[config.mk]
export PLATFORM = sky130hd
export DESIGN_NAME = can_frame_player
export DESIGN_NICKNAME = d
export VERILOG_FILES = /design/src/rtl/can_frame_player_pkg.sv /design/src/rtl/can_frame_player_bit_timer.sv /design/src/rtl/can_frame_player.sv
export SDC_FILE = /design/constraint.sdc
export NUM_CORES = 1
export LEC_CHECK = 0
export CORE_ASPECT_RATIO = 1.1
export CORE_MARGIN = 5
export CORE_UTILIZATION = 55
export CTS_BUF_LIST = sky130_fd_sc_hd__clkbuf_4
export DETAILED_ROUTE_END_ITERATION = 8
export PLACE_DENSITY = 0.84
export SLEW_MARGIN = 20
export SYNTH_ARGS = -nofsm -noshare
export SYNTH_HDL_FRONTEND = slang
export SYNTH_SLANG_ARGS = --single-unit
[constraint.sdc]
create_clock -name clk -period 29.3 [get_ports clk]
set_input_delay 5.86 -clock clk [delete_from_list [all_inputs] [get_ports clk]]
set_output_delay 5.86 -clock clk [all_outputs]
set_load 0.03 [all_outputs]
[src/rtl/can_frame_player_pkg.sv]
// rtl/can_frame_player_pkg.sv - shared encodings for the CAN frame player
// Purpose: FSM state codes, CAN bit levels, stuffing run length and the
//          run-length update helper used by the player top level.
// Ports:   none (package).
package can_frame_player_pkg;

  typedef logic [1:0] state_t;

  localparam state_t ST_IDLE = 2'd0;
  localparam state_t ST_DATA = 2'd1;
  localparam state_t ST_TAIL = 2'd2;

  localparam logic CAN_DOMINANT  = 1'b0;
  localparam logic CAN_RECESSIVE = 1'b1;

  localparam int unsigned CAN_STUFF_RUN = 5;
  localparam int unsigned RUN_W         = 3;

  // Length of the run of equal bits after driving one more bit. Saturates so
  // long unstuffed runs cannot wrap back to the stuffing threshold.
  function automatic logic [RUN_W-1:0] run_next(input logic [RUN_W-1:0] run,
                                                input logic             same_bit);
    if (!same_bit) begin
      return RUN_W'(1);
    end
    if (run == '1) begin
      return run;
    end
    return run + RUN_W'(1);
  endfunction

endpackage

[src/rtl/can_frame_player_bit_timer.sv]
// rtl/can_frame_player_bit_timer.sv - time-quantum counter producing per-bit strobes
// Purpose: counts tq_cnt 0..CLK_PER_BIT-1 while enabled, held at 0 otherwise.
// Ports:
//   clk            in  clock
//   rst            in  synchronous reset, active-low
//   en_i           in  count enable (player busy)
//   bit_start_o    out first cycle of a bit
//   sample_point_o out cycle SAMPLE_POS of a bit
//   bit_end_o      out last cycle of a bit (counter wraps next edge)
module can_frame_player_bit_timer #(
  parameter int unsigned CLK_PER_BIT = 10,
  parameter int unsigned SAMPLE_POS  = 7
) (
  input  logic clk,
  input  logic rst,
  input  logic en_i,
  output logic bit_start_o,
  output logic sample_point_o,
  output logic bit_end_o
);

  localparam int unsigned TQ_W = $clog2(CLK_PER_BIT);
  localparam logic [TQ_W-1:0] TQ_LAST   = TQ_W'(CLK_PER_BIT - 1);
  localparam logic [TQ_W-1:0] TQ_SAMPLE = TQ_W'(SAMPLE_POS);

  logic [TQ_W-1:0] tq_cnt_q;
  logic [TQ_W-1:0] tq_cnt_d;

  always_comb begin
    tq_cnt_d = tq_cnt_q;
    if (!en_i) begin
      tq_cnt_d = '0;
    end else if (tq_cnt_q == TQ_LAST) begin
      tq_cnt_d = '0;
    end else begin
      tq_cnt_d = tq_cnt_q + TQ_W'(1);
    end
  end

  always_ff @(posedge clk) begin
    if (!rst) begin
      tq_cnt_q <= '0;
    end else begin
      tq_cnt_q <= tq_cnt_d;
    end
  end

  assign bit_start_o    = en_i && (tq_cnt_q == '0);
  assign sample_point_o = en_i && (tq_cnt_q == TQ_SAMPLE);
  assign bit_end_o      = en_i && (tq_cnt_q == TQ_LAST);

endmodule

[src/rtl/can_frame_player.sv]
// rtl/can_frame_player.sv - CAN bit-stream source with stuffing and EOF/IFS tail
// Purpose: plays a latched frame MSB-first on tx_bit with programmable bit
//          timing, optional stuff-bit insertion and TAIL_BITS recessive bits.
// Ports:
//   clk, rst      clock, synchronous active-low reset
//   start         play request, taken only when idle and not in the done cycle
//   frame_bits    frame vector, bit [frame_len-1] sent first
//   frame_len     frame length, saturated to MAX_LEN
//   stuff_len     leading frame bits subject to stuffing
//   stuff_en      enable stuff-bit insertion
//   tx_bit        serial output, 1 = recessive
//   sample_point  pulse at SAMPLE_POS of every bit
//   bit_start     pulse on the first cycle of every bit
//   is_stuff      high for the whole of an inserted stuff bit
//   busy          high while a frame is playing
//   done          one-cycle pulse after the last tail bit
//   bits_sent     bits driven in the current/last frame
module can_frame_player
  import can_frame_player_pkg::*;
#(
  parameter int unsigned MAX_LEN     = 512,
  parameter int unsigned LEN_W       = 10,
  parameter int unsigned CLK_PER_BIT = 10,
  parameter int unsigned SAMPLE_POS  = 7,
  parameter int unsigned TAIL_BITS   = 10
) (
  input  logic               clk,
  input  logic               rst,
  input  logic               start,
  input  logic [MAX_LEN-1:0] frame_bits,
  input  logic [LEN_W-1:0]   frame_len,
  input  logic [LEN_W-1:0]   stuff_len,
  input  logic               stuff_en,
  output logic               tx_bit,
  output logic               sample_point,
  output logic               bit_start,
  output logic               is_stuff,
  output logic               busy,
  output logic               done,
  output logic [LEN_W+3:0]   bits_sent
);

  localparam int unsigned IDX_W  = (MAX_LEN > 1) ? $clog2(MAX_LEN) : 1;
  localparam int unsigned TAIL_W = $clog2(TAIL_BITS + 1);
  localparam int unsigned BS_W   = LEN_W + 4;
  localparam logic [LEN_W-1:0]  MAX_LEN_L = LEN_W'(MAX_LEN);
  localparam logic [TAIL_W-1:0] TAIL_LAST = TAIL_W'(TAIL_BITS);

  state_t             state_q, state_d;
  logic               busy_q, busy_d;
  logic               done_q, done_d;
  logic               tx_q, tx_d;
  logic               is_stuff_q, is_stuff_d;
  logic [IDX_W-1:0]   idx_q, idx_d;
  logic [RUN_W-1:0]   run_q, run_d;
  logic [TAIL_W-1:0]  tail_q, tail_d;
  logic [BS_W-1:0]    bits_sent_q, bits_sent_d;

  // Frame configuration captured at acceptance; no reset needed, it is
  // always written before being used.
  logic [MAX_LEN-1:0] frame_q, frame_d;
  logic [LEN_W-1:0]   len_q, len_d;
  logic [LEN_W-1:0]   stuff_len_q, stuff_len_d;
  logic               stuff_en_q, stuff_en_d;

  logic               tm_bit_end;
  logic [LEN_W-1:0]   len_sat;
  logic [IDX_W-1:0]   first_idx;
  logic [IDX_W-1:0]   next_idx;
  logic               next_frame_bit;
  logic [LEN_W-1:0]   consumed;
  logic               stuff_due;
  logic               accept;

  can_frame_player_bit_timer #(
    .CLK_PER_BIT (CLK_PER_BIT),
    .SAMPLE_POS  (SAMPLE_POS)
  ) u_timer (
    .clk            (clk),
    .rst            (rst),
    .en_i           (busy_q),
    .bit_start_o    (bit_start),
    .sample_point_o (sample_point),
    .bit_end_o      (tm_bit_end)
  );

  assign len_sat   = (frame_len > MAX_LEN_L) ? MAX_LEN_L : frame_len;
  assign first_idx = IDX_W'(len_sat - LEN_W'(1));
  assign next_idx  = idx_q - IDX_W'(1);
  assign next_frame_bit = frame_q[next_idx];

  // idx_q points at the most recent frame bit driven (it is kept across a
  // stuff bit), so len_q - idx_q is the number of frame bits consumed.
  assign consumed  = len_q - LEN_W'(idx_q);
  assign stuff_due = stuff_en_q && (consumed <= stuff_len_q)
                     && (run_q == RUN_W'(CAN_STUFF_RUN));

  // The done cycle is already IDLE; a start seen there must not restart.
  assign accept = (state_q == ST_IDLE) && start && !done_q;

  always_comb begin
    state_d     = state_q;
    busy_d      = busy_q;
    done_d      = 1'b0;
    tx_d        = tx_q;
    is_stuff_d  = is_stuff_q;
    idx_d       = idx_q;
    run_d       = run_q;
    tail_d      = tail_q;
    bits_sent_d = bits_sent_q;
    frame_d     = frame_q;
    len_d       = len_q;
    stuff_len_d = stuff_len_q;
    stuff_en_d  = stuff_en_q;

    case (state_q)
      ST_IDLE: begin
        tx_d = CAN_RECESSIVE;
        if (accept) begin
          frame_d     = frame_bits;
          len_d       = len_sat;
          stuff_len_d = stuff_len;
          stuff_en_d  = stuff_en;
          busy_d      = 1'b1;
          is_stuff_d  = 1'b0;
          bits_sent_d = BS_W'(1);
          if (len_sat == '0) begin
            state_d = ST_TAIL;
            tail_d  = TAIL_W'(1);
            idx_d   = '0;
            run_d   = '0;
          end else begin
            state_d = ST_DATA;
            idx_d   = first_idx;
            tx_d    = frame_bits[first_idx];
            run_d   = RUN_W'(1);
          end
        end
      end

      ST_DATA: begin
        if (tm_bit_end) begin
          bits_sent_d = bits_sent_q + BS_W'(1);
          if (stuff_due) begin
            tx_d       = (tx_q == CAN_DOMINANT) ? CAN_RECESSIVE : CAN_DOMINANT;
            is_stuff_d = 1'b1;
            run_d      = RUN_W'(1);
          end else if (idx_q == '0) begin
            state_d    = ST_TAIL;
            tx_d       = CAN_RECESSIVE;
            is_stuff_d = 1'b0;
            tail_d     = TAIL_W'(1);
          end else begin
            idx_d      = next_idx;
            tx_d       = next_frame_bit;
            is_stuff_d = 1'b0;
            run_d      = run_next(run_q, next_frame_bit == tx_q);
          end
        end
      end

      ST_TAIL: begin
        if (tm_bit_end) begin
          if (tail_q == TAIL_LAST) begin
            state_d = ST_IDLE;
            busy_d  = 1'b0;
            done_d  = 1'b1;
            tail_d  = '0;
          end else begin
            tail_d      = tail_q + TAIL_W'(1);
            bits_sent_d = bits_sent_q + BS_W'(1);
            tx_d        = CAN_RECESSIVE;
          end
        end
      end

      default: begin
        state_d = ST_IDLE;
        busy_d  = 1'b0;
        tx_d    = CAN_RECESSIVE;
      end
    endcase
  end

  always_ff @(posedge clk) begin
    if (!rst) begin
      state_q     <= ST_IDLE;
      busy_q      <= 1'b0;
      done_q      <= 1'b0;
      tx_q        <= CAN_RECESSIVE;
      is_stuff_q  <= 1'b0;
      idx_q       <= '0;
      run_q       <= '0;
      tail_q      <= '0;
      bits_sent_q <= '0;
    end else begin
      state_q     <= state_d;
      busy_q      <= busy_d;
      done_q      <= done_d;
      tx_q        <= tx_d;
      is_stuff_q  <= is_stuff_d;
      idx_q       <= idx_d;
      run_q       <= run_d;
      tail_q      <= tail_d;
      bits_sent_q <= bits_sent_d;
    end
  end

  always_ff @(posedge clk) begin
    frame_q     <= frame_d;
    len_q       <= len_d;
    stuff_len_q <= stuff_len_d;
    stuff_en_q  <= stuff_en_d;
  end

  assign tx_bit    = tx_q;
  assign is_stuff  = is_stuff_q;
  assign busy      = busy_q;
  assign done      = done_q;
  assign bits_sent = bits_sent_q;

endmodule
* After elaboration in Yosys (flattened, before gate mapping)
Cells that the tools add are included.
Storage, ports and cells: register bits after elaboration 573, logic and storage cells 143
Cells by class: eq/ne operators 19, mux-type cells 71, magnitude comparators 4, reduce and logical (&&, ||, !) cells 25, add/sub/neg operators 7, bitwise gates (word level) 3
Operators with widths (count):
- $mux W14 | 4
- $mux W9 | 5
- $pmux W14 S3 | 1
- $mux W1 | 29
- $mux W4 | 7
- $mux W3 | 8
- $lt A9 B10 Y1 const B | 2
- $bmux W1 S9 | 2
- $pmux W9 S2 | 1
- $sub A9 B1 Y9 const B | 2
- $ne A2 B2 Y1 const B | 8
- $reduce_and A5 Y1 | 3
- $add A14 B1 Y14 const B | 1
- $mux W2 | 7
- $pmux W4 S3 | 1
- $gt A10 B10 Y1 const B | 1
- $le A10 B10 Y1 | 1
- $logic_not A10 Y1 | 1
- $mux W10 | 1
- $sub A10 B9 Y10 | 1
- $logic_not A9 Y1 | 1
- $reduce_and A3 Y1 | 3
- $add A4 B1 Y4 const B | 2
- $eq A4 B4 Y1 const B | 2
- 25 further kinds | 35

* Longest topological paths before layout
Gate-level depths: netlist of the first run.
depth after elaboration 20, gate-level depth with buffers 23, mapped depth without buffers 21

* Modules after synthesis
A second synthesis of the first run with hierarchy kept.
Unflattened totals: cells, all modules 1664, area, all modules 27865.5 um2
Modules (own cells, without submodules):
- can_frame_player | seq. area each 16726.0 um2, times used 1, area each 27656.5 um2, cells an instance 1640
- can_frame_player_bit_timer | seq. area each 80.1 um2, times used 1, area each 209.0 um2, cells an instance 24

* Least setup slack after synthesis of the first run
No wires, ideal clock.
kind input-to-reg, from input start, to register tx_q, in the netlist tx_bit, stages on the path 6, arrival time 17.492 ns, setup time 0.141 ns, data required time 29.159 ns, setup slack 11.667 ns, buffers on the path 0, cells stage by stage nand2_1 or2_2 inv_1 nand3_1 o2111ai_1 nand4_1
Between the ends: word-level cells in the longest chain between the ends 4
Ends and longest elaborated chain:
- from (decl) | RTL line can_frame_player.sv:29 | input logic start,
- $logic_and A1 B1 Y1 (2 in series) | RTL line can_frame_player.sv:99 | assign accept = (state_q == ST_IDLE) && start && !done_q;
- $mux W1 | RTL line can_frame_player.sv:119 | if (accept) begin
- $pmux W1 S3 | RTL line can_frame_player.sv:116 | case (state_q)
- to (signal assigned) | RTL line can_frame_player.sv:200 | tx_q <= tx_d;
- to (decl) | RTL line can_frame_player.sv:52 | logic tx_q, tx_d;
No other way between the ends. A chain may end at the register's enable or synchronous reset.

* Final worst setup path of the first run
from input frame_len[9], to register tx_q, in the netlist tx_bit
Between the ends: word-level cells in the longest chain between the ends 8, elaborated cells between the ends (all ways) 9, those cells by class add/sub: 1; order compare: 1; mux: 6; reduce/logical: 1
Ends and longest elaborated chain:
- from (decl) | RTL line can_frame_player.sv:31 | input logic [LEN_W-1:0] frame_len,
- $gt A10 B10 Y1 | RTL line can_frame_player.sv:87 | assign len_sat = (frame_len > MAX_LEN_L) ? MAX_LEN_L : frame_len;
- $mux W10 (*) | RTL line can_frame_player.sv:87
- $sub A9 B1 Y9 | RTL line can_frame_player.sv:88 | assign first_idx = IDX_W'(len_sat - LEN_W'(1));
- $bmux W1 S9 | RTL line can_frame_player.sv:135 | tx_d = frame_bits[first_idx];
- $mux W1 (implied by the code) | RTL line can_frame_player.sv:135
- $mux W1 (*) | RTL line can_frame_player.sv:127 | if (len_sat == '0) begin
- $mux W1 (*) | RTL line can_frame_player.sv:119
- $pmux W1 S3 (*) | RTL line can_frame_player.sv:116
Every way passes the cells marked *; elsewhere a longest branch is shown, timed or not. The select of a mux whose other input is x is not followed.

==> flow_summary_export.csv, run 1 <==
group,metric,value,unit
outcome,status,"completed",
grt,gr-total-overflow,0,
power_and_ir_drop,leakage,12.3,nW
logic_synthesis,synth_top_area_share,57.3,%
clock_tree,cts-root-buf,"clkbuf_4",
grt,grt_first_pass_wirelength,128000,um
timing,slew_headroom,24.5,%
floorplan,fp.dieArea,0.0554,sq mm
run,cap_violations,0,
clock_tree,numCtsBuffers,144,
logic_synthesis,synth_xor_area_share,0.941,%
timing,tns,0,ps
floorplan,coreArea,0.0501,sq mm
logic_synthesis,ys_warn_count,0,
logic_synthesis,ys_seq_elements,573,
setup_path,critPathKind,"in -> reg",
finish,final_nets,2811,
setup_path,crit_chain,"clkdlybuf4s50_1, nor2b_4, buf_12, inv_1, ha_4, buf_4, mux4_2, nor2b_1, a211oi_1, a211oi_1, a2111oi_0, or4_1, nand4_1, o2111ai_1, nand4_1",
power_and_ir_drop,p_total,3.09,mW
hold_path,hold_class,"reg -> reg",
clock_tree,h-tree-depth,4,
power_and_ir_drop,pwr-share-comb,39.9,%
placement,dp_slack,17960,ps
floorplan,num_rows,86,
clock_tree,cts_buffer_depth,3,
setup_path,crit_slowest_cell,"clkdlybuf4s50_1",
detailed_routing,viasPerCell,6.35,
timing,rsz0062_at_grt,"false",
timing,fin_worst_skew,59.6,ps
clock_tree,cts_tree,"done",
finish,area_growth,28.7,%
logic_synthesis,synth_fp_nets,2184,
detailed_routing,wire_per_inst,29.2,um
setup_path,critPathMaxFanout,91,
detailed_routing,drc,0,
setup_path,critPathRequiredTime,30110,ps
logic_synthesis,yosysTopAreaCell,"edfxtp_1",
power_and_ir_drop,seqPwrFrac,38.2,%
floorplan,start_util,55.7,%
logic_synthesis,yosysMostFrequentCell,"edfxtp_1",
logic_synthesis,synth_area,0.0279,sq mm
placement,finalWeightedCongestion,0.930,
logic_synthesis,synth-async-reset-ratio,0,%
clock_tree,ctsResizeCount,0,
power_and_ir_drop,p_per_area,86.0,mW/mm^2
detailed_routing,drtIter0Drc,2309,
detailed_routing,postRouteAntennaNets,0,
grt,grt_use_total,31.8,%
timing,finalCriticalPeriod,10400,ps
clock_tree,clock-sinks,573,
finish,layout-drive-gt1-share,23.5,%
grt,antenna_found_initial,35,
timing,hold_viol_final,0,
setup_path,slowest_delay,750,ps
clock_tree,cts.clk_slew.worst_paths,70,ps
power_and_ir_drop,p_int,1.99,mW
setup_path,arrival,11220,ps
power_and_ir_drop,vdd_drop_max,0.105,mV
timing,finalWorstSetupSlack,18900,ps
logic_synthesis,synth_top_family_by_area,"multiplexers",
timing,holdWs,476,ps
logic_synthesis,synthSimpleGateAreaFrac,4.88,%
logic_synthesis,synth-main-ff-cell,"edfxtp_1",
power_and_ir_drop,switchingPower,1.10,mW
placement,portBuffers,555,
power_and_ir_drop,swShare,35.6,%
detailed_routing,drt_first_pass_iters,6,
timing,setup_viol,0,
logic_synthesis,synth_edf_count,533,
logic_synthesis,ys_types,81,
logic_synthesis,synth.top_cells.by_count,"533 x edfxtp_1, 255 x mux4_2, 99 x mux2i_1, 99 x nand2_1, 48 x nor2_1",
logic_synthesis,yosysSeqAreaShare,60.2,%
detailed_routing,vias,19192,
logic_synthesis,synthAdderAreaFrac,1.68,%
floorplan,ios,556,
grt,grt_start_max_net_pins,198,
setup_path,start_kind,"primary input",
logic_synthesis,synthMuxAreaShare,25.2,%
timing,tightest_slew,1130,ps
detailed_routing,drt_wl_total,88400,um
placement,hpwl,63700,um
power_and_ir_drop,power_frac_clock,22.0,%
clock_tree,post_cts_buffers,0,
logic_synthesis,ys_top_cells_by_area,"edfxtp_1 57%, mux4_2 21%, mux2i_1 3.5%",
logic_synthesis,syn_avg_cell_area,17.3,sq um
floorplan,dieWidth,225,um
timing,post-route-period-util,35.5,%
logic_synthesis,synth_compound_area_share,4.54,%
floorplan,die_h,246,um
clock_tree,cts_hold_buf,0,
grt,grt_pass1_vias,20228,
finish,utilization,71.7,%
timing,report.final.slew_viol_count,0,
setup_path,endpoint_kind,"flop",
clock_tree,insertion_delay,990,ps
timing,max_freq,96.1,MHz
logic_synthesis,syn_inst,1611,
[placed cells by master (no fill, tap or decap), types with 9 or more instances in the layout]
cell type        count
a21oi_1             29
nand3_1             39
clkbuf_4           210
xnor2_1              9
edfxtp_1           533
clkinv_1            26
nand2b_1             9
mux2i_1             99
mux4_2             255
ha_1                33
buf_4               26
nand4_1             13
xor2_1              13
mux2_2              15
dfxtp_1             39
nor3_1               9
nor2_1              47
clkdlybuf4s50_1    555
a32oi_1             12
a211oi_1            24
nor2b_1             22
a31oi_1             17
diode_2             28
inv_1               43
o21ai_0             19
o211ai_1            12
nand2_1             99
[per-stage QoR]
stage / area, sq um / std cells
floorplan: 27900 / 1611
detailed placement: 34100 / 2752
global placement: 34100 / 2752
global route: 35900 / 3022
CTS: 35900 / 2996
finish: 35900 / 3024
[path summary, 6_finish.rpt]
check	startpoint	to	slack, ps	depth (start not counted)
setup / recovery	frame_len[9]	tx_bit$_SDFFE_PN1P_	18900	15
hold / removal	is_stuff$_SDFFE_PN0P_	is_stuff$_SDFFE_PN0P_	480	2
hold reg to reg	is_stuff$_SDFFE_PN0P_	is_stuff$_SDFFE_PN0P_	480	2
setup reg to reg	idx_q[0]$_SDFFE_PN0P_	run_q[0]$_SDFFE_PN0P_	22900	15
[flip-flops by register name (all words and copies together), names as in the netlist, 2 cells and up]
name              cells
frame_q             512
bits_sent            14
len_q                10
stuff_len_q          10
idx_q                 9
tail_q                4
u_timer.tq_cnt_q      4
run_q                 3
state_q               2
[final cells by class]
cell class                 count  area, sq um
antenna                       28         70.1
clock buffer                 210         1580
clock inverter                34          220
fill                        3252        14200
inverter                      45          176
multi-input combinational    890        10500
sequential                   573        16800
tap                          660          826
timing repair buffer         584         5800
[per-layer routing]
| layer | global-route usage (%) | share of wire (%) | vias to the layer above |
|---|---|---|---|
| met5 | 0 | 0.13 | - |
| li1 | - | - | 8050 |
| met2 | 53.3 | 52 | 1295 |
| met4 | 13.7 | 3.4 | 14 |
| met3 | 8.22 | 9.7 | 208 |
| met1 | 39.4 | 34 | 9625 |
[critical path, delay by kind of cell]
| family | cells | cell delay (ps) |
|---|---|---|
| adder cells (fa/ha/maj) | 1 | 440 |
| AO/OA/AOI/OAI | 4 | 1310 |
| AND/OR/NAND/NOR | 5 | 930 |
| multiplexers | 1 | 400 |
| buffers and inverters | 4 | 2190 |
[kinds of logic after synthesis]
family	after synthesis
adders and majority gates	37
and+or+nand+nor	278
buffers and inverters	148
muxes	374
xor gates and xnor gates	27
AOI/OAI and AO/OA	174
DFF	573
[power groups by stage]
stage	logic (mW)	clock network [mW]	registers, mW
3_5_place_dp	1.22	0	1.20
3_3_place_gp	1.20	0	1.18
5_1_grt	1.30	0.733	1.19
2_1_floorplan	0.828	0	1.26
6_report	1.23	0.679	1.18
4_1_cts	1.23	0.689	1.18
Power figures use the tool's default switching activity.
==> run 2, diff against run 1 <==
CORE_UTILIZATION = 54   (was 55)
PLACE_DENSITY = 0.83   (was 0.84)
clock period = 10 ns   (was 29.3 ns; I/O delays follow)
==> run 2 against run 1 <==
Compared with the run above:
- routed wire length decreased by 0.36%
- utilization down 1.5 points
- first-iteration DRC count shrank 6.3%
- clock skew fell by 2.8 ps
- non-clock buffer count down 1
- combinational power rose to 2.9 times the previous value
- sequential share of layout area is essentially flat
- hold slack better by 8.6 ps
- critical path depth rose by 6
- global-route usage fell by 0.67 points
- design area is essentially flat
- register-to-register slack worse by 19000 ps
==> flow_summary_export.csv, run 2 (same netlist as run 1, synthesis figures left out) <==
group,metric,value,unit
clock_tree,numCtsBuffers,148,
power_and_ir_drop,p_per_area,251,mW/mm^2
clock_tree,cts_buffer_depth,3,
detailed_routing,vias,19071,
setup_path,reg2reg_from,"idx_q[1]$_SDFFE_PN0P_",
finish,mostFrequentLayoutCell,"clkdlybuf4s50_1",
detailed_routing,drtIter0Drc,2163,
timing,report.final.slew_viol_count,0,
timing,rsz0062_at_grt,"false",
finish,final_cell_mix,"555 x clkdlybuf4s50_1, 533 x edfxtp_1, 255 x mux4_2, 211 x clkbuf_4",
finish,largest_register_ffs,512,
floorplan,die_h,248,um
grt,antenna_found_initial,24,
detailed_routing,m1WireLength,29900,um
clock_tree,insertion_delay,980,ps
timing,setup_viol,0,
finish,top_register,"frame_q",
finish,fillers,3309,
setup_path,r2r-end,"idx_q[4]$_SDFFE_PN0P_",
setup_path,reg2reg_slack,4220,ps
clock_tree,cts_hold_buf,0,
power_and_ir_drop,vdd_drop_max,0.167,mV
finish,final-instance-count-excl-fill,3025,
setup_path,arrival,6650,ps
timing,post-route-period-util,57.8,%
detailed_routing,postRouteAntennaNets,0,
timing,finalCriticalPeriod,5780,ps
placement,finalWeightedCongestion,0.937,
clock_tree,ctsResizeCount,0,
grt,grt_use_total,31.1,%
timing,finalWorstSetupSlack,4220,ps
placement,dp_slack,3280,ps
setup_path,critPathMaxFanout,17,
clock_tree,cts.clk_slew.worst_paths,70,ps
hold_path,hold_class,"reg -> reg",
detailed_routing,top_layer,"met5",
detailed_routing,drt_first_pass_iters,7,
outcome,status,"completed",
floorplan,num_rows,87,
grt,gr-total-overflow,0,
clock_tree,cts_tree,"done",
setup_path,startpoint,"idx_q[1]$_SDFFE_PN0P_",
floorplan,start_util,54.5,%
power_and_ir_drop,leakage,12.3,nW
clock_tree,h-tree-depth,4,
timing,holdWs,485,ps
floorplan,ios,556,
detailed_routing,drt_wl_total,88100,um
finish,area_growth,28.8,%
clock_tree,clock-sinks,573,
floorplan,dieWidth,227,um
setup_path,critPathRequiredTime,10870,ps
timing,max_freq,173,MHz
setup_path,reg2reg_depth,21,
run,cap_violations,0,
detailed_routing,met3_length,9360,um
grt,grt_first_pass_wirelength,128000,um
finish,layout-drive-gt1-share,23.4,%
placement,dp_cells,2758,
detailed_routing,drc,0,
clock_tree,post_cts_buffers,0,
clock_tree,cts-root-buf,"clkbuf_4",
placement,hpwl,63700,um
floorplan,coreArea,0.0513,sq mm
detailed_routing,wire_per_inst,29.1,um
timing,slew_headroom,27.5,%
setup_path,critPathKind,"reg -> reg",
detailed_routing,viasPerCell,6.30,
timing,fin_worst_skew,56.9,ps
detailed_routing,met2WireLength,45700,um
grt,grt_start_max_net_pins,187,
finish,final_nets,2814,
timing,hold_viol_final,0,
timing,tightest_slew,1090,ps
grt,grt_pass1_vias,20202,
floorplan,fp.dieArea,0.0564,sq mm
setup_path,endpoint_kind,"flop",
setup_path,crit_end,"idx_q[4]$_SDFFE_PN0P_",
setup_path,start_kind,"flop",
placement,portBuffers,555,
[run 2: changes by cell type in the layout (fill, tap and decap cells not counted)]
cell / before / now
clkinvlp_4: 2 / 3
ha_2: 1 / 0
diode_2: 28 / 21
buf_6: 1 / 2
buf_4: 26 / 21
ha_1: 33 / 34
inv_2: 2 / 4
buf_12: 2 / 5
inv_8: 1 / 0
clkbuf_4: 210 / 211
clkinv_4: 1 / 0
[run 2: power breakdown]
| group | internal, mW | switching [mW] | total [mW] | leakage (nW) |
|---|---|---|---|---|
| clock | 1.04 | 0.952 | 1.99 | 1.07 |
| combinational | 1.53 | 2.07 | 3.61 | 5.77 |
| sequential | 3.27 | 0.172 | 3.44 | 5.43 |
[run 2: worst min-delay path by stage]
stage | start | endpoint | slack, ps | depth (start not counted)
after floorplan | u_timer.tq_cnt_q[0]$_SDFF_PP0_ | u_timer.tq_cnt_q[0]$_SDFF_PP0_ | 440 | 1
after global routing | run_q[1]$_SDFFE_PN0P_ | run_q[1]$_SDFFE_PN0P_ | 510 | 2
final | is_stuff$_SDFFE_PN0P_ | is_stuff$_SDFFE_PN0P_ | 490 | 2
after detailed placement | is_stuff$_SDFFE_PN0P_ | is_stuff$_SDFFE_PN0P_ | 470 | 2
after global placement | is_stuff$_SDFFE_PN0P_ | is_stuff$_SDFFE_PN0P_ | 440 | 2
after CTS | is_stuff$_SDFFE_PN0P_ | is_stuff$_SDFFE_PN0P_ | 480 | 2
[run 2: critical path, cell delays in order, from the launching register on]
cell	delay, ps
dfxtp_1	650
inv_1	220
ha_1	330
nor2b_1	130
o21ai_0	230
a21boi_0	170
o21ai_0	230
a21boi_0	180
o21a_1	210
nor2_1	170
o21bai_1	90
a21oi_1	200
xor2_1	170
ha_1	260
nand4_1	100
o32ai_1	90
a21o_1	150
a31oi_1	670
o21ai_0	310
a21oi_2	670
a21oi_1	160
a211oi_1	280
[run 2: layer usage]
layer  vias up  track usage (%)
met5         -                0
met4         8             12.2
met3       181             9.50
met2      1225             52.1
met1      9592             38.0
li1       8065                -
[run 2: area by class of cell]
cell class	instances	area, sq um	area share [%]
repair buffers	583	5840	16.2
well taps	667	835	2.32
diodes	21	52.6	0.146
multi-input cells	890	10500	29.1
clock inverters	35	219	0.609
inverters	45	173	0.480
clock buffers	211	1580	4.41
flip-flops and latches	573	16800	46.7
[run 2: metrics by stage]
| step | TNS (ps) | total power [mW] | util, % | area, sq um |
|---|---|---|---|---|
| 2_1_floorplan | -313150 | 6.02 | - | 27900 |
| 3_3_place_gp | 0 | 6.97 | 66.5 | 34100 |
| 3_5_place_dp | 0 | 7.06 | 66.5 | 34100 |
| 4_1_cts | 0 | 9.06 | 70.0 | 35900 |
| 5_1_grt | 0 | 9.45 | 70.1 | 36000 |
| 6_report | 0 | 9.04 | 70.1 | 36000 |
==> run 3, diff against run 2 <==
clock period = 5.35 ns   (was 10 ns; I/O delays follow)
==> run 3 against run 2 <==
Compared with the run above:
- design area increased by 1.3%
- clock-buffer cell count increased by 1
- sequential power increased by 85%
- flip-flop and latch count unchanged
- largest cell class unchanged
- largest power group unchanged
==> flow_summary_export.csv, run 3 (same netlist as run 1, synthesis figures left out) <==
group,metric,value,unit
outcome,status,"completed",
grt,grt_pass1_vias,20347,
finish,mostFrequentLayoutCell,"clkdlybuf4s50_1",
finish,top_register,"frame_q",
power_and_ir_drop,leakage,12.5,nW
clock_tree,cts.clk_slew.worst_paths,70,ps
timing,setup_viol,0,
grt,antenna_found_initial,35,
detailed_routing,drt_wl_total,90600,um
detailed_routing,drtIter0Drc,2262,
floorplan,dieWidth,227,um
power_and_ir_drop,p_per_area,474,mW/mm^2
setup_path,critPathKind,"reg -> reg",
timing,holdWs,459,ps
finish,largest_register_ffs,512,
clock_tree,post_cts_buffers,0,
finish,final_nets,2845,
grt,grt_use_total,31.9,%
detailed_routing,vias,19299,
floorplan,die_h,248,um
floorplan,start_util,54.5,%
setup_path,critPathRequiredTime,6220,ps
timing,fin_worst_skew,43.9,ps
hold_path,hold_class,"reg -> reg",
setup_path,crit_chain,"inv_1, ha_1, a21boi_0, o21ai_0, a21boi_0, o21a_1, nor2_1, o21bai_1, a21oi_1, xor2_1, ha_1, nand4_1, o32ai_1, a21o_1, a31oi_1, buf_4, o21ai_0, a21oi_1, a21boi_0, o21a_1",
clock_tree,cts_tree,"done",
finish,final-instance-count-excl-fill,3089,
detailed_routing,viasPerCell,6.25,
clock_tree,ctsResizeCount,0,
setup_path,slowest_delay,630,ps
placement,finalWeightedCongestion,0.937,
placement,portBuffers,555,
finish,final_cell_mix,"555 x clkdlybuf4s50_1, 533 x edfxtp_1, 255 x mux4_2, 212 x clkbuf_4",
timing,report.final.slew_viol_count,0,
clock_tree,cts-root-buf,"clkbuf_4",
placement,dp_cells,2790,
timing,post-route-period-util,88.3,%
floorplan,ios,556,
detailed_routing,drc,0,
setup_path,path_buf_inv,2,
clock_tree,cts_hold_buf,0,
timing,hold_viol_final,0,
timing,tightest_slew,976,ps
run,cap_violations,0,
floorplan,coreArea,0.0513,sq mm
floorplan,num_rows,87,
detailed_routing,drt_first_pass_iters,6,
grt,grt_start_max_net_pins,153,
finish,area_growth,30.5,%
detailed_routing,wire_per_inst,29.3,um
power_and_ir_drop,vdd_drop_max,0.354,mV
clock_tree,insertion_delay,970,ps
floorplan,fp.dieArea,0.0564,sq mm
clock_tree,clock-sinks,573,
finish,layout-drive-gt1-share,24.5,%
clock_tree,cts_buffer_depth,3,
clock_tree,numCtsBuffers,147,
timing,slew_headroom,34.9,%
setup_path,arrival,5590,ps
setup_path,critPathMaxFanout,13,
setup_path,crit_slowest_cell,"dfxtp_1",
setup_path,endpoint_kind,"flop",
timing,rsz0062_at_grt,"false",
timing,finalCriticalPeriod,4730,ps
detailed_routing,postRouteAntennaNets,0,
timing,max_freq,212,MHz
setup_path,crit_family,"compound AO/OA/AOI/OAI gates",
clock_tree,h-tree-depth,4,
grt,grt_first_pass_wirelength,131000,um
setup_path,cpMostUsedCell,"a21boi_0",
placement,hpwl,67400,um
setup_path,start_kind,"flop",
grt,gr-total-overflow,0,
[run 3: path summary, 6_finish.rpt]
path / start / endpoint / slack [ps] / cells after the start
max: idx_q[3]$_SDFFE_PN0P_ / tail_q[3]$_SDFFE_PN0P_ / 620 / 20
min: is_stuff$_SDFFE_PN0P_ / is_stuff$_SDFFE_PN0P_ / 460 / 2
max reg2reg: idx_q[3]$_SDFFE_PN0P_ / tail_q[3]$_SDFFE_PN0P_ / 620 / 20
min reg2reg: is_stuff$_SDFFE_PN0P_ / is_stuff$_SDFFE_PN0P_ / 460 / 2
[run 3: where the power goes]
part	internal (mW)	total (mW)	switching, mW
clock network	2.03	3.88	1.85
logic	3.03	7.02	3.98
registers	6.09	6.37	0.283
total	11.2	17.3	6.12
[run 3: layout make-up]
| class | instances | area (sq um) |
|---|---|---|
| Antenna cell | 32 | 80.1 |
| Clock buffer | 212 | 1590 |
| Clock inverter | 55 | 339 |
| Fill cell | 3238 | 14800 |
| Inverter | 45 | 173 |
| Multi-Input combinational cell | 890 | 10500 |
| Sequential cell | 573 | 16800 |
| Tap cell | 667 | 835 |
| Timing Repair Buffer | 615 | 6160 |
[run 3: layer usage]
layer	global-route usage, %	part of all wire, %	vias to the layer above
met5	0	0.061	-
met4	14.7	3.9	8
met3	9.04	10	201
met2	52.1	51	1330
met1	39.8	35	9603
li1	-	-	8157
[run 3: metrics by stage]
step	TNS, ps	total power [mW]	setup WS, ps	instance area (sq um)	utilization, %
2_1_floorplan	-2299230	11.3	-4310	27900	-
3_3_place_gp	0	13.2	383	34400	67.1
3_5_place_dp	0	13.4	282	34400	67.1
4_1_cts	0	17.3	670	36400	70.9
5_1_grt	0	18.0	312	36400	71.0
6_report	0	17.3	624	36400	71.1
[run 3: worst register-to-register path: cells and delay by family, from the launching register on]
kind / cells / cell delay [ps]
AND/OR/NAND/NOR: 2 / 250
adder cells (fa/ha/maj): 2 / 660
flip-flops: 1 / 630
XOR/XNOR: 1 / 240
AO/OA/AOI/OAI: 13 / 2400
buffers and inverters: 2 / 420
